<file path="src/rtl/fetch_stage_pkg.sv">
// Shared fetch-stage constants and state encoding, also used by the PC and decode blocks.
package fetch_stage_pkg;
  localparam int PC_W      = 6;
  localparam int INSTR_W   = 32;
  localparam int NUM_INSTR = 42;
  localparam logic [INSTR_W-1:0] NOP_WORD = 32'h0000_0000;

  typedef enum logic [2:0] {IDLE, REQ, WAIT, HOLD, ADV, SETTLE} fetch_state_t;

  function automatic logic in_range(input logic [PC_W-1:0] pc);
    return pc < PC_W'(NUM_INSTR);
  endfunction
endpackage

</file>
<file path="src/rtl/fetch_stage_if.sv">
// Instruction-memory read port plus the fetch->decode valid/ready channel.
interface fetch_stage_if;
  import fetch_stage_pkg::*;
  logic [PC_W-1:0]    imem_addr;
  logic               imem_rd_en;
  logic [INSTR_W-1:0] imem_rdata;
  logic [INSTR_W-1:0] instr_out;
  logic [PC_W-1:0]    instr_pc;
  logic               instr_valid;
  logic               instr_ready;

  modport master (output imem_addr, imem_rd_en, instr_out, instr_pc, instr_valid,
                  input  imem_rdata, instr_ready);
  modport slave  (input  imem_addr, imem_rd_en, instr_out, instr_pc, instr_valid,
                  output imem_rdata, instr_ready);
endinterface

</file>
<file path="src/rtl/fetch_stage.sv">
// Fetch FSM: reads imem at the current PC, holds the word for decode, then pulses pc_advance.
module fetch_stage
  import fetch_stage_pkg::*;
(
  input  logic            clk,
  input  logic            rst_n,
  input  logic [PC_W-1:0] pc_in,
  input  logic            flush,
  output logic            pc_advance,
  fetch_stage_if.master   bus
);
  fetch_state_t state;
  logic         to_req;

  // Read strobe and address are registered on entry to REQ so they are high for exactly the REQ cycle.
  always_comb begin
    to_req = 1'b0;
    case (state)
      IDLE, SETTLE:   to_req = 1'b1;
      REQ, WAIT, HOLD: to_req = flush;
      default:        to_req = 1'b0;
    endcase
  end

  always_ff @(posedge clk) begin
    if (!rst_n) begin
      state           <= IDLE;
      pc_advance      <= 1'b0;
      bus.imem_rd_en  <= 1'b0;
      bus.imem_addr   <= '0;
      bus.instr_valid <= 1'b0;
      bus.instr_out   <= NOP_WORD;
      bus.instr_pc    <= '0;
    end else begin
      pc_advance     <= 1'b0;
      bus.imem_rd_en <= 1'b0;
      case (state)
        IDLE:   state <= REQ;
        REQ: begin
          if (flush) state <= REQ;
          else begin
            bus.instr_pc <= pc_in;
            if (in_range(pc_in)) state <= WAIT;
            else begin
              bus.instr_out   <= NOP_WORD;
              bus.instr_valid <= 1'b1;
              state           <= HOLD;
            end
          end
        end
        WAIT: begin
          if (flush) state <= REQ;
          else begin
            bus.instr_out   <= bus.imem_rdata;
            bus.instr_valid <= 1'b1;
            state           <= HOLD;
          end
        end
        HOLD: begin
          // flush beats a simultaneous handshake: the word is refetched, not consumed
          if (flush) begin
            bus.instr_valid <= 1'b0;
            state           <= REQ;
          end else if (bus.instr_ready) begin
            bus.instr_valid <= 1'b0;
            pc_advance      <= 1'b1;
            state           <= ADV;
          end
        end
        ADV:     state <= SETTLE;
        SETTLE:  state <= REQ;
        default: state <= IDLE;
      endcase
      if (to_req) begin
        bus.imem_rd_en <= in_range(pc_in);
        bus.imem_addr  <= pc_in;
      end
    end
  end
endmodule

</file>
<file path="src/flat_wrapper.sv">
// flat-port wrapper written by rule: the top's interface ports become plain ports
module fetch_stage_flat import fetch_stage_pkg::*;
  (clk, rst_n, pc_in, flush, pc_advance, bus_imem_addr, bus_imem_rd_en, bus_instr_out, bus_instr_pc, bus_instr_valid, bus_imem_rdata, bus_instr_ready);
  fetch_stage_if bus_i ();
  input  logic clk;
  input  logic rst_n;
  input  logic [PC_W-1:0] pc_in;
  input  logic flush;
  output logic pc_advance;
  output wire logic [$bits(bus_i.imem_addr)-1:0] bus_imem_addr;
  output wire logic [$bits(bus_i.imem_rd_en)-1:0] bus_imem_rd_en;
  output wire logic [$bits(bus_i.instr_out)-1:0] bus_instr_out;
  output wire logic [$bits(bus_i.instr_pc)-1:0] bus_instr_pc;
  output wire logic [$bits(bus_i.instr_valid)-1:0] bus_instr_valid;
  input wire logic [$bits(bus_i.imem_rdata)-1:0] bus_imem_rdata;
  input wire logic [$bits(bus_i.instr_ready)-1:0] bus_instr_ready;
  assign bus_imem_addr = bus_i.imem_addr;
  assign bus_imem_rd_en = bus_i.imem_rd_en;
  assign bus_instr_out = bus_i.instr_out;
  assign bus_instr_pc = bus_i.instr_pc;
  assign bus_instr_valid = bus_i.instr_valid;
  assign bus_i.imem_rdata = bus_imem_rdata;
  assign bus_i.instr_ready = bus_instr_ready;
  fetch_stage u_core (.clk(clk), .rst_n(rst_n), .pc_in(pc_in), .flush(flush), .pc_advance(pc_advance), .bus(bus_i));
endmodule
</file>
<file path="config.mk">
export PLATFORM = sky130hd
export DESIGN_NAME = fetch_stage_flat
export DESIGN_NICKNAME = d
export VERILOG_FILES = /design/src/rtl/fetch_stage_pkg.sv /design/src/rtl/fetch_stage_if.sv /design/src/rtl/fetch_stage.sv /design/src/flat_wrapper.sv
export SDC_FILE = /design/constraint.sdc
export NUM_CORES = 1
export LEC_CHECK = 0
export ABC_CLOCK_PERIOD_IN_PS = 3900
export CORE_ASPECT_RATIO = 0.8
export CORE_MARGIN = 10
export CORE_UTILIZATION = 40
export DETAILED_ROUTE_END_ITERATION = 10
export PLACE_DENSITY_LB_ADDON = 0.1
export SKIP_LAST_GASP = 1
export SLEW_MARGIN = 40
export SYNTH_ARGS = -nofsm -noshare
export SYNTH_HDL_FRONTEND = slang
export SYNTH_SLANG_ARGS = --single-unit
</file>
<file path="constraint.sdc">
create_clock -name clk -period 3.9 [get_ports clk]
set_clock_uncertainty 0.15 [all_clocks]
set_input_delay 0.585 -clock clk [delete_from_list [all_inputs] [get_ports clk]]
set_output_delay 0.585 -clock clk [all_outputs]
set_load 0.05 [all_outputs]
</file>
==> flow_summary.json <==
{
  "status": "finished clean",
  "hold_viol": 0,
  "postCtsSetupBuffers": 0,
  "hold_end": "u_core.bus.instr_valid",
  "cp.required_ns": 3.95,
  "period_share_pct": 61.3,
  "routed_wl_um": 5430,
  "antenna_left": 0,
  "htree_levels": 2,
  "dieWidth_um": 100,
  "slew_headroom_pct": 63.9,
  "switching_share_pct": 27.2,
  "yosysWarnings": 0,
  "antenna_cells": 0,
  "hold_start": "u_core.bus.instr_valid",
  "synth_top_area_share_pct": 48.4,
  "antenna_found_initial": 0,
  "worstReg2RegEnd": "u_core.bus.instr_out[18]",
  "p_seq_share_pct": 51.5,
  "pin_count": 89,
  "combPwrFrac_pct": 17.9,
  "crit_path_end_kind": "flip-flop",
  "dpl.cell_count": 352,
  "setup_viol": 0,
  "slew_violations": 0,
  "cts_sinks": 50,
  "ys_seq_area_share_pct": 48.4,
  "crit_start": "pc_in[2]",
  "fillers": 460,
  "drtIter0Drc": 62,
  "power.share.clock_pct": 30.6,
  "peakVddDrop_mv": 0.212,
  "grt_overflow": 0,
  "ys_seq_elements": 50,
  "worst_slew_pin_slew_ns": 0.539,
  "drc": 0,
  "worstHoldPathType": "flip-flop to flip-flop",
  "avgViaCountPerCell": 4.70,
  "power.density_nw_per_um2": 342,
  "drive_gt1_share_pct": 5.70,
  "arrival_ns": 2.43,
  "r2r_cells": 4,
  "grtUsageTotal_pct": 12.4,
  "die_y_um": 84.3,
  "yosysUniqueCellTypes": 28,
  "synth_nets": 257,
  "num_vias": 1692,
  "min_path_cells": 2,
  "rsz0062_at_grt": "false",
  "fin_nets": 339,
  "rr_startpoint": "u_core.state[0]",
  "dpl.hpwl_um": 3930,
  "final_util_pct": 60.4,
  "mostFrequentLayoutCells": "clkdlybuf4s50_1, nand2_1, dfxtp_1",
  "max_freq_ghz": 0.418,
  "net-switching-power_uw": 281,
  "rows": 23,
  "io_buffer_count": 88,
  "clock_path_buffers": 2,
  "critPathKind": "primary input to flip-flop",
  "ff2ff_setup_slack_ns": 1.91,
  "area_growth_syn_to_layout_pct": 46.3,
  "clk_pin_slew_ns": 0.09,
  "cts_tree": "built",
  "cts_buffers": 5,
  "p_leak_uw": 0.00125,
  "grt_pass1_vias": 1680,
  "stdcell_count": 360,
  "post-route-min-period_ns": 2.39,
  "cts_hold_buf": 0,
  "cp_max_fo": 20,
  "syn_area_um2": 2070,
  "critPathLaunchType": "primary input",
  "dieArea_um2": 8460,
  "clockRootBuffer": "clkbuf_8",
  "intPower_uw": 754,
  "synth.avg_cell_area_um2": 9.61,
  "setup-tns-final_ns": 0,
  "coreArea_um2": 5010,
  "synthCells": 215,
  "worst_slack_ns": 1.51,
  "clock_latency_ns": 0.30,
  "totalPowerFinal_uw": 1040,
  "synth_largest_area_cell": "dfxtp_1",
  "pre_cts_slack_ns": 1.19,
  "start_util_pct": 41.3,
  "cts_resized": 0,
  "grt_max_degree": 38,
  "routedWlPerCell_um": 15.1,
  "max_cap_viol_count": 0,
  "place.gp.congestion": 0.812,
  "final_common_cell": "clkdlybuf4s50_1",
  "first_pass_iters": 4,
  "grt_first_pass_wirelength_um": 8670,
  "yosys-top-cells-area": "dfxtp_1, mux2i_1, nand2_1"
}
-- stage by stage --
| step | instance area, um^2 | hold slack [ns] |
|---|---|---|
| floorplan | 2070 | 0.429 |
| global placement | 2910 | 0.293 |
| detailed placement | 2930 | 0.298 |
| CTS | 3020 | 0.311 |
| global route | 3020 | 0.322 |
| finish | 3020 | 0.311 |
-- final cells by class --
class | count | area (um^2) | area share (%)
tap | 62 | 77.6 | 2.57
timing repair buffer | 91 | 916 | 30.3
clock inverter | 2 | 12.5 | 0.414
clock buffer | 6 | 82.6 | 2.73
inverter | 4 | 15.0 | 0.496
multi-input combinational | 145 | 920 | 30.4
sequential | 50 | 1000 | 33.1
-- power by group through the flow --
stage | clock (uW) | combinational, uW | sequential [uW]
floorplan | 0 | 80.9 | 583
global placement | 0 | 184 | 545
detailed placement | 0 | 187 | 545
CTS | 328 | 188 | 533
global route | 349 | 197 | 535
finish | 317 | 186 | 533
-- Yosys cell counts --
| cell | number |
|---|---|
| mux2i_1 | 44 |
| clkbuf_1 | 9 |
| buf_12 | 3 |
| or4bb_1 | 1 |
| a31o_2 | 1 |
| and3_1 | 2 |
| o21ai_2 | 1 |
| o22ai_1 | 1 |
| nor3b_1 | 1 |
| buf_2 | 1 |
| nand2_1 | 65 |
| nor2b_2 | 1 |
| xor2_1 | 1 |
| buf_6 | 3 |
| nor2_1 | 14 |
| a31oi_1 | 1 |
| a21oi_1 | 2 |
| o21a_1 | 1 |
| xnor2_1 | 1 |
| a2111o_1 | 1 |
| o21ai_0 | 1 |
| a311oi_1 | 1 |
| nor4_4 | 1 |
| inv_1 | 4 |
| o211ai_1 | 1 |
| o22ai_2 | 1 |
| dfxtp_1 | 50 |
| nand3_1 | 2 |
-- layer usage --
layer	vias to the layer above	global-route usage, %	wire, um
met2	53	18.4	2360
met1	761	16.0	2580
li1	871	-	-
met5	-	0	0
met4	0	3.46	54
met3	7	5.49	437
-- logic make-up after synthesis --
group	synth area share [%]
AND/OR/NAND/NOR	17.8
flip-flops	48.4
multiplexers	21.3
buffers and inverters	7.14
AO/OA/AOI/OAI	4.48
XOR/XNOR	0.848
-- worst max-delay path by stage --
stage / to / slack (ns) / cells after the start
6_report: u_core.bus.instr_out[18] / 1.51 / 6
4_1_cts: u_core.bus.instr_out[21] / 1.51 / 6
3_3_place_gp: u_core.bus.instr_out[24] / 1.14 / 5
2_1_floorplan: u_core.bus.instr_out[0] / 2.06 / 6
3_5_place_dp: u_core.bus.instr_out[18] / 1.19 / 6
5_1_grt: u_core.bus.instr_out[22] / 1.41 / 6
-- worst max-delay path, cell delays in order --
cell and delay [ns]:
clkdlybuf4s50_1 0.52, o21a_1 0.18, o21ai_2 0.08, a2111o_2 0.69, buf_12 0.26, mux2i_1 0.13
-- sequential cells by signal, indices dropped and copies added (netlist names) --
register	flops
u_core.bus.imem_rd_en	1
u_core.bus.instr_pc	6
u_core.pc_advance	1
u_core.bus.imem_addr	6
u_core.state	3
u_core.bus.instr_valid	1
u_core.bus.instr_out	32
Note: power is estimated with default switching activity, not from simulation.
